File: config.mk
export PLATFORM = sky130hd
export DESIGN_NAME = nsr_vec
export DESIGN_NICKNAME = d
export VERILOG_FILES = /design/src/rtl/nsr_vec.sv
export SDC_FILE = /design/constraint.sdc
export NUM_CORES = 2
export LEC_CHECK = 0
export ABC_AREA = 1
export CORE_MARGIN = 2
export CORE_UTILIZATION = 50
export DETAILED_ROUTE_END_ITERATION = 10
export PLACE_DENSITY = 0.77
export SLEW_MARGIN = 20
export SYNTH_ARGS = -nofsm -noshare
export SYNTH_HDL_FRONTEND = slang
export SYNTH_SLANG_ARGS = --single-unit
File: constraint.sdc
create_clock -name clk -period 25 [get_ports clk]
set_input_delay 3.75 -clock clk [delete_from_list [all_inputs] [get_ports clk]]
set_output_delay 3.75 -clock clk [all_outputs]
set_load 0.1 [all_outputs]
File: src/rtl/nsr_vec.sv
// Vector state register file: 1/4/16-word burst writes one lane per cycle, combinational read port.
// Throughput one request per N cycles; ready drops for the remainder of a burst.
module nsr_vec #(
  parameter int DW    = 32,
  parameter int DEPTH = 32,
  parameter int AW    = $clog2(DEPTH)
) (
  input  logic              clk,
  input  logic              rst,
  input  logic              we,
  input  logic [1:0]        VL,
  input  logic [AW-1:0]     wa,
  input  logic [16*DW-1:0]  wd,
  output logic              ready,
  output logic              done,
  output logic              err,
  input  logic [AW-1:0]     ra,
  output logic [DW-1:0]     rd
);

  typedef enum logic {S_IDLE, S_BURST} state_t;

  state_t             r_state, w_state_nxt;
  logic [3:0]         r_k, w_k_nxt;
  logic [3:0]         r_last;
  logic [AW-1:0]      r_base;
  logic [16*DW-1:0]   r_wd;
  logic [DW-1:0]      r_mem [DEPTH];
  logic               r_done, r_err;

  logic               w_load;
  logic               w_mem_we;
  logic [AW-1:0]      w_mem_addr;
  logic [DW-1:0]      w_mem_dat;
  logic               w_done_nxt;
  logic               w_err_nxt;

  assign ready = (r_state == S_IDLE) && !rst;
  assign done  = r_done;
  assign err   = r_err;
  assign rd    = r_mem[ra];

  always_ff @(posedge clk) begin
    if (rst) begin
      r_state <= S_IDLE;
      r_k     <= 4'd0;
      r_done  <= 1'b0;
      r_err   <= 1'b0;
    end else begin
      r_state <= w_state_nxt;
      r_k     <= w_k_nxt;
      r_done  <= w_done_nxt;
      r_err   <= w_err_nxt;
    end
  end

  always_comb begin
    w_state_nxt = r_state;
    w_k_nxt     = r_k;
    w_load      = 1'b0;
    w_mem_we    = 1'b0;
    w_mem_addr  = wa;
    w_mem_dat   = wd[DW-1:0];
    w_done_nxt  = 1'b0;
    w_err_nxt   = 1'b0;
    case (r_state)
      S_IDLE: begin
        if (we) begin
          case (VL)
            2'b00: begin
              w_mem_we   = 1'b1;
              w_done_nxt = 1'b1;
            end
            2'b01, 2'b10: begin
              w_mem_we    = 1'b1;
              w_load      = 1'b1;
              w_k_nxt     = 4'd1;
              w_state_nxt = S_BURST;
            end
            default: w_err_nxt = 1'b1;
          endcase
        end
      end
      S_BURST: begin
        // Address arithmetic is truncated to AW bits, which gives the wrap for free.
        w_mem_we   = 1'b1;
        w_mem_addr = r_base + AW'(r_k);
        w_mem_dat  = r_wd[DW*r_k +: DW];
        w_k_nxt    = r_k + 4'd1;
        if (r_k == r_last) begin
          w_state_nxt = S_IDLE;
          w_k_nxt     = 4'd0;
          w_done_nxt  = 1'b1;
        end
      end
      default: w_state_nxt = S_IDLE;
    endcase
  end

  always_ff @(posedge clk) begin
    if (!rst && w_load) begin
      r_wd   <= wd;
      r_base <= wa;
      r_last <= (VL == 2'b01) ? 4'd3 : 4'd15;
    end
  end

  always_ff @(posedge clk) begin
    if (rst) begin
      for (int i = 0; i < DEPTH; i++) r_mem[i] <= '0;
    end else if (w_mem_we) begin
      r_mem[w_mem_addr] <= w_mem_dat;
    end
  end

endmodule

==> impl_metrics.csv <==
group,metric,value,unit
cts,cts_sinks,1549,
sta,rsz0062_at_grt,"false",
cts,cts_setup_buffers,0,
synth,synth_seq_cells,1549,
pwr,ir_drop,0.0637,mV
global_route,grt_pass1_vias,50746,
sta,max_freq,0.0784,GHz
die,initial_core_util,0.503,
critical_path,crit_required,21250,ps
sta,finalSetupTns,0,ps
cts,htreeDepth,4,
route,top_layer_used,"met5",
synth,synth_largest_area_cell,"edfxtp_1",
route,antenna_left,0,
synth,synthesis.nets,7372,
layout,drive_gt1_frac,0.0710,
critical_path,path_class,"in2out",
die,die_area,141000,um2
synth,synth_warnings,0,
outcome,outcome,"finished clean",
sta,fin_crit,12750,ps
synth,synth-main-ff-cell,"edfxtp_1",
cts,ctsResizeCount,0,
die,io_pins,562,
layout,area_delta_synth_final,16.9,%
synth,syn-instance-count,6836,
global_route,antenna_found_initial,61,
critical_path,end_kind,"output pin",
synth,synthDistinctLibCells,28,
global_route,grt_overflow_total,0,
cts,clk_pin_slew_worst_paths,70,ps
cts,clock_path_buffers,3,
critical_path,path_max_fanout,112,
layout,layout.nets,7681,
synth,synth_common_cells,"1,816 x nand2_1, 1,542 x edfxtp_1, 1,262 x nand3_1",
route,drt_iter0_drc,8001,
global_route,grt_pass1_wl,323,mm
synth,synth_area_leaders,"edfxtp_1 67%, nand2_1 9.9%, nand3_1 9.2%",
placed_design,hpwl,133,mm
cts,cts_buffers,156,
global_route,globalRouteTotalUtil,0.307,
pwr,leakage,31.4,nW
cts,clock_latency,800,ps
placed_design,place_area,75700,um2
die,core_area,137000,um2
cts,cts_tree,"done",
critical_path,crit_arrival,9000,ps
pwr,p_total,5.95,mW
synth,synth-async-reset-ratio,0,
layout,register_area,46500,um2
sta,slew_violations,0,
synth,yosys.area.top_type_share,0.671,
layout,final.fill_count,10869,
placed_design,io_buffer_count,561,
route,drt_first_pass_iters,9,
route,wl,219,mm
sta,setup_violations,0,
synth,synth_edf_count,1542,
sta,worst_pin_slew,1300,ps
route,num_vias,53151,
synth,yosysSeqAreaShare,0.673,
die,die_w,376,um
placed_design,place_congestion,0.871,
pwr,power_density,73.7,nW/um2
worst_hold_path,hold_path_class,"reg2reg",
sta,hold_violations,0,
sta,post-route-period-util,0.510,
route,dr_wl_met2,104,mm
die,die_height,376,um
synth,synth.cell_area,69000,um2
global_route,grt_max_degree,230,
layout,multi_input_area,18900,um2
sta,slew_headroom,0.132,
route,drc,0,
synth,synth_most_common_cell,"nand2_1",
route,wl_met3,26.6,mm
synth,synth_area_per_cell,10.1,um2
layout,fin_area,80700,um2
cts,ctsHoldBuffers,0,
sta,hold_slack,770,ps
critical_path,start_kind,"input port",
route,viasPerCell,5.84,
job,cap_violations,0,
route,wl_per_cell,24.0,um
sta,fin_skew,33.9,ps
route,m1WireLength,75.3,mm
die,fp-row-count,136,
cts,clock-root-buffer,"clkbuf_16",
==> report_power, final <==
group	leakage, nW	internal, mW	switching, mW
logic	13.7	0.203	0.472
registers	15.4	2.96	0.0314
clock network	2.36	1.27	1.00
==> cell type report <==
class | count | area share
timing repair buffer | 687 | 0.0820
multi-input combinational | 4371 | 0.235
sequential | 1549 | 0.576
clock inverter | 71 | 0.00813
clock buffer | 208 | 0.0524
antenna | 43 | 0.00133
inverter | 380 | 0.0180
tap | 1794 | 0.0278
==> routing by layer <==
metal / global-route usage / up-vias
li1: - / 23433
met2: 0.497 / 3933
met4: 0.168 / 32
met1: 0.385 / 25053
met5: 0 / -
met3: 0.0682 / 700
==> stage by stage <==
stage / cells / worst slack [ps] / util
finish: 9103 / 12250 / 0.588
global route: 9096 / 12160 / 0.587
CTS: 9060 / 12490 / 0.587
detailed placement: 8781 / 12500 / 0.551
global placement: 8781 / 12480 / 0.551
floorplan: 6836 / 6740 / -
==> cells in the final DEF, fill, tap and decap left out, types with 4 or more instances in the layout <==
master           netlist  final
a21oi_1               40     40
nor2_8                 4      4
clkinv_1               0     34
nand2_1             1816   1810
ha_1                   8      8
o21a_1                32     32
nand4_2               21     21
clkbuf_16              0    161
nand4_1               11     11
diode_2                0     43
buf_4                  4    124
inv_6                  0      5
nand2_2                5     11
clkinv_2               0     15
clkbuf_1             327     45
or2_2                130    130
clkdlybuf4s50_1        0    557
buf_12                 0      4
inv_1                374    369
inv_2                  5      4
bufinv_16              0      8
nor2_1              1031   1030
clkinvlp_4             0      5
edfxtp_1            1542   1542
nand3_1             1262   1262
==> worst max-delay path: stages <==
cell and delay, ps:
clkbuf_8 360, inv_6 850, buf_4 980, buf_4 860, nand3_1 170, nand3_1 140, nand2_1 90, nand2_1 190
nand3_1 240, o21a_1 200, clkdlybuf4s50_1 970
==> logic make-up after synthesis <==
group	after synthesis	synth area share
xor gates and xnor gates	2	0.000254
buffers and inverters	916	0.0530
DFF	1549	0.673
AOI/OAI and AO/OA	80	0.00745
and+or+nand+nor	4280	0.265
adders and majority gates	9	0.00174
==> flip-flops by register name, summed over array words and instances, names as in the netlist <==
name     count
r_state      1
r_wd       512
r_k          4
r_mem     1024
done         1
err          1
r_base       5
r_last       1
==> worst paths after layout <==
| path | startpoint | to | slack (ps) | depth (start not counted) |
|---|---|---|---|---|
| setup / recovery | ra[1] | rd[5] | 12250 | 11 |
| hold / removal | r_last[2] | r_k[0] | 770 | 5 |
| setup reg to reg | r_k[0] | r_mem[31][27] | 20150 | 9 |
| hold reg to reg | r_last[2] | r_k[0] | 770 | 5 |
No activity file was read; power rests on OpenSTA's default activity.
